==> src/rtl/rr_arbiter8.sv <==
// rr_arbiter8: 8-way round-robin arbiter with one-hot/binary grant and a hold-limit forced release.
// The release input is named release_i because "release" is a reserved word.
module rr_arbiter8 #(
    parameter int HOLD_MAX = 16
) (
    input  logic       clk,
    input  logic       rst,
    input  logic [7:0] req_i,
    input  logic       release_i,
    output logic [7:0] grant_o,
    output logic [2:0] grant_idx_o,
    output logic       grant_valid_o,
    output logic       timeout_o
);
    localparam int CW = $clog2(HOLD_MAX) + 1;
    localparam logic [CW-1:0] HOLD_LAST = CW'(HOLD_MAX - 1);

    typedef enum logic {IDLE, BUSY} state_e;

    state_e          state_q, state_d;
    logic [2:0]      ptr_q, ptr_d, idx_q, idx_d, win;
    logic [7:0]      grant_q, grant_d;
    logic [CW-1:0]   hold_q, hold_d;
    logic            timeout_q, timeout_d, end_c, done;

    // Walk offsets downward so the requester closest to ptr is the last to write win.
    always_comb begin
        win = ptr_q;
        for (int i = 7; i >= 0; i--) begin
            if (req_i[ptr_q + 3'(i)]) win = ptr_q + 3'(i);
        end
    end

    assign end_c = (HOLD_MAX > 0) && (hold_q == HOLD_LAST);
    assign done  = release_i || !req_i[idx_q] || end_c;

    always_comb begin
        state_d   = state_q;
        ptr_d     = ptr_q;
        idx_d     = idx_q;
        grant_d   = grant_q;
        hold_d    = hold_q;
        timeout_d = 1'b0;
        if (state_q == IDLE) begin
            if (|req_i) begin
                state_d = BUSY;
                idx_d   = win;
                grant_d = 8'b1 << win;
                hold_d  = '0;
            end
        end else if (done) begin
            state_d   = IDLE;
            idx_d     = '0;
            grant_d   = '0;
            ptr_d     = idx_q + 3'd1;
            timeout_d = end_c && !release_i && req_i[idx_q];
        end else begin
            hold_d = (&hold_q) ? hold_q : hold_q + 1'b1;
        end
    end

    always_ff @(posedge clk or posedge rst) begin
        if (rst) begin
            state_q   <= IDLE;
            ptr_q     <= '0;
            idx_q     <= '0;
            grant_q   <= '0;
            hold_q    <= '0;
            timeout_q <= 1'b0;
        end else begin
            state_q   <= state_d;
            ptr_q     <= ptr_d;
            idx_q     <= idx_d;
            grant_q   <= grant_d;
            hold_q    <= hold_d;
            timeout_q <= timeout_d;
        end
    end

    assign grant_o       = grant_q;
    assign grant_idx_o   = idx_q;
    assign grant_valid_o = (state_q == BUSY);
    assign timeout_o     = timeout_q;
endmodule

==> config.mk <==
export PLATFORM = sky130hd
export DESIGN_NAME = rr_arbiter8
export DESIGN_NICKNAME = d
export VERILOG_FILES = /design/src/rtl/rr_arbiter8.sv
export SDC_FILE = /design/constraint.sdc
export NUM_CORES = 1
export LEC_CHECK = 0
export CAP_MARGIN = 20
export CORE_MARGIN = 10
export CORE_UTILIZATION = 60
export DETAILED_ROUTE_END_ITERATION = 10
export GPL_TIMING_DRIVEN = 0
export PLACE_DENSITY_LB_ADDON = 0.3
export SLEW_MARGIN = 10
export SYNTH_ARGS = -nofsm -noshare
export SYNTH_HDL_FRONTEND = slang
export SYNTH_SLANG_ARGS = --single-unit
==> constraint.sdc <==
create_clock -name clk -period 4.4 [get_ports clk]
set_input_delay 1.32 -clock clk [delete_from_list [all_inputs] [get_ports clk]]
set_output_delay 1.32 -clock clk [all_outputs]
set_load 0.02 [all_outputs]
==> summary.md <==
| Metric | Value |
|---|---|
| Status | `complete, no violations` |
| Max H-tree Level | `1` |
| Initial Util | `64.5%` |
| Avg Inst Size Synth | `10.5 um^2` |
| Actual slew at the worst max-slew pin | `759 ps` |
| LEAKAGE | `0.000903 uW` |
| Mapped Nets | `191` |
| Max-slew violations | `0` |
| Top cells by count, synth | `dfrtp_1, inv_1, nand2_1, o21ai_0` |
| Grt total ovfl | `0` |
| DIE WIDTH | `75.1 um` |
| Number of diodes | `0` |
| Cts hold-fix bufs | `0` |
| Vias per cell | `6.85` |
| Global-route wire length before repair | `7370 um` |
| Setup Fix Bufs, Post-CTS | `0` |
| CP bufs+invs | `1` |
| Final-report hold violation count | `0` |
| VDD IR max | `0.000514 V` |
| Synth area leaders | `dfrtp_1, mux4_2, mux4_1, mux2i_1, ha_1` |
| Total routed wirelength | `4510 um` |
| Distinct cells, synth | `51` |
| Largest family of logic cells by synthesized area | `multiplexers` |
| Crit path cell chain | `clkdlybuf4s50_1, mux4_1, a21oi_1, a21oi_1, a311o_1, nor3b_1, a2111oi_2, a32o_1` |
| Seq/Total Area, Yosys | `28.8%` |
| CP Data Arrival Time | `4120 ps` |
| Initial antenna violation count | `0` |
| PwrDens | `842 mW/mm^2` |
| Nets | `219` |
| Crit. End Element | `flip-flop` |
| CTS tree | `yes` |
| Maxcap violations | `0` |
| Top FF cell, synth | `dfrtp_1` |
| Final Cycle Share | `87.9%` |
| Fin cells | `232` |
| CTS Root Cell | `clkbuf_4` |
| Final Cell Area | `0.00212 mm^2` |
| Total GRT Usage | `16.4%` |
| Post-route ant nets | `0` |
| Mux share of post-synthesis cell area | `23.0%` |
| Die Ht | `75.1 um` |
| Layout area overhead | `16.3%` |
| Setup ws final | `533 ps` |
| Place WS | `303 ps` |
| Layout cells sized above 1 | `15.9%` |
| Vias in the first global route | `1558` |
| DRC viols | `0` |
| Synthesized cell area | `0.00182 mm^2` |
| FP Rows | `19` |
| Post-synth top area share | `28.8%` |
| PnR Total Power | `1790 uW` |
| Post-layout min period | `3870 ps` |
| Via count | `1589` |
| Die area | `0.00565 mm^2` |
| WS Path Type | `input port to flip-flop` |
| Asr flop ratio synth | `100%` |
| Routed WL per cell | `19.4 um` |
| CP max-delay cell | `mux4_1` |
| DR pass1 iterations | `4` |
| # IOs | `24` |
| Gpl congestion | `0.875` |
| Largest net degree at the start of global routing | `22` |
| Hold Crit Class | `flip-flop to flip-flop` |
| Hpwl dp | `3460 um` |
| Synth Instances | `174` |
| Worst-path clk slew | `110 ps` |
| CP required | `4650 ps` |
| Crit path max fanout | `7` |
| Simple-gate share of the synthesized area | `14.3%` |
| Placed Instances | `228` |
| Final setup fails | `0` |
| Count leader, synth | `dfrtp_1` |
| #FFs+latches synth | `21` |
| Cts repair resizes | `0` |
| Yosys warning count | `0` |
| Xor-xnor portion of the synthesized cell area | `3.84%` |
| Setup TNS | `0 ps` |
| Core region area | `0.00283 mm^2` |
| Cts bufs inserted | `3` |
| EDFF count, synth | `0` |
| Synth Area in Adders | `4.12%` |
| Crit path max-delay family | `compound AO/OA/AOI/OAI gates` |
| Worst setup SP type | `input port` |
| Most common cell on crit path | `a21oi_1` |
| Slew margin rel. | `49.3%` |
| Num Clock Sinks | `21` |
| Synth Area in Compound Gates | `18.2%` |
| RSZ-0062 raised after global routing | `false` |
| Leading area contributor after synthesis | `dfrtp_1` |
| Initial drt markers | `142` |
| Buffer depth of the longest clock path | `2` |
| Fmax | `0.259 GHz` |
| Clock Skews | `3.34 ps` |
| Worst skew pair latency | `310 ps` |
| Delay of the slowest critical-path stage | `660 ps` |
| Placed cell areas | `0.00209 mm^2` |
| I/O Buffers | `23` |
## layer usage
| metal | routed length (um) | global-route usage (%) | part of all wire, % | up-vias |
|---|---|---|---|---|
| met5 | 0 | 0 | 0 | - |
| met4 | 61 | 6.39 | 1.4 | 0 |
| met1 | 1750 | 18.2 | 39 | 794 |
| met2 | 2480 | 30.8 | 55 | 57 |
| met3 | 219 | 2.37 | 4.9 | 11 |
| li1 | - | - | - | 727 |
## layout by cell type, fill, tap and decap left out, types with 2 or more instances in the layout
cell type	synthesis	final
a21oi_1	6	6
a32o_1	6	6
a32o_2	2	2
and2_2	2	2
clkbuf_4	0	3
clkbuf_8	4	4
clkdlybuf4s50_1	0	23
dfrtp_1	21	21
ha_1	6	6
inv_1	11	11
mux2_2	5	5
mux2i_1	10	10
mux4_1	4	4
mux4_2	6	6
nand2_1	11	11
nand2b_1	4	4
nand3_1	7	7
nand4_1	2	2
nor2_1	10	10
nor3_1	2	2
nor4_1	3	3
o21ai_0	11	11
o22ai_1	3	3
o2bb2ai_1	2	2
or2_2	2	2
xnor2_1	4	4
xor2_1	4	4
## state kept, by name (all words and copies together), names as in the netlist
register	count
ptr_q	3
hold_q	5
grant_idx_o	3
grant_valid_o	1
timeout_o	1
grant_o	8
## cell families (layout without fill, tap and decap cells)
| kind of cell | after synthesis | count (layout) |
|---|---|---|
| flops | 21 | 21 |
| compound gates | 44 | 44 |
| buf+inv | 19 | 46 |
| fa+ha+maj | 6 | 6 |
| mux | 26 | 26 |
| xor+xnor | 8 | 8 |
| simple gates | 50 | 50 |
## worst reg2reg max path, delay by kind of cell, from the launching register on
kind	cells	cell delay (ps)
AOI/OAI and AO/OA	5	1580
buffers and inverters	4	610
DFF	1	410
muxes	1	340
adders and majority gates	1	240
and+or+nand+nor	1	180
## metrics by stage
stage / util [%] / hold WS, ps
detailed placement: 74.0 / 489
CTS: 75.0 / 515
finish: 75.0 / 507
global placement: 74.0 / 477
global route: 75.0 / 537
floorplan: - / 497
## report_power, final
group | leakage [uW] | internal [uW] | switching, uW | total, uW
clock | 0.0000177 | 34.0 | 58.9 | 92.9
sequential | 0.000279 | 249 | 56.0 | 305
combinational | 0.000606 | 617 | 770 | 1390
## final timing paths
| kind | start | depth (start not counted) | slack [ps] | to |
|---|---|---|---|---|
| max | req_i[0] | 8 | 530 | grant_o[5]$_DFFE_PP0P_ |
| min | grant_o[0]$_DFFE_PP0P_ | 1 | 510 | grant_o[0]$_DFFE_PP0P_ |
| max reg2reg | ptr_q[1]$_DFFE_PP0P_ | 12 | 1000 | grant_o[5]$_DFFE_PP0P_ |
| min reg2reg | grant_o[0]$_DFFE_PP0P_ | 1 | 510 | grant_o[0]$_DFFE_PP0P_ |
| max in group asynchronous | rst | 2 | 2460 | grant_o[1]$_DFFE_PP0P_ |
| min in group asynchronous | rst | 2 | 1470 | timeout_o$_DFF_PP0_ |
## layout make-up
class	count	area (um^2)
Inverter	11	41.3
Tap cell	31	38.8
Clock inverter	1	5.00
Clock buffer	3	22.5
Buffer	8	98.8
Sequential cell	21	526
Timing Repair Buffer	23	230
Fill cell	196	708
Multi-Input combinational cell	134	1160
No activity file was read; power rests on OpenSTA's default activity.
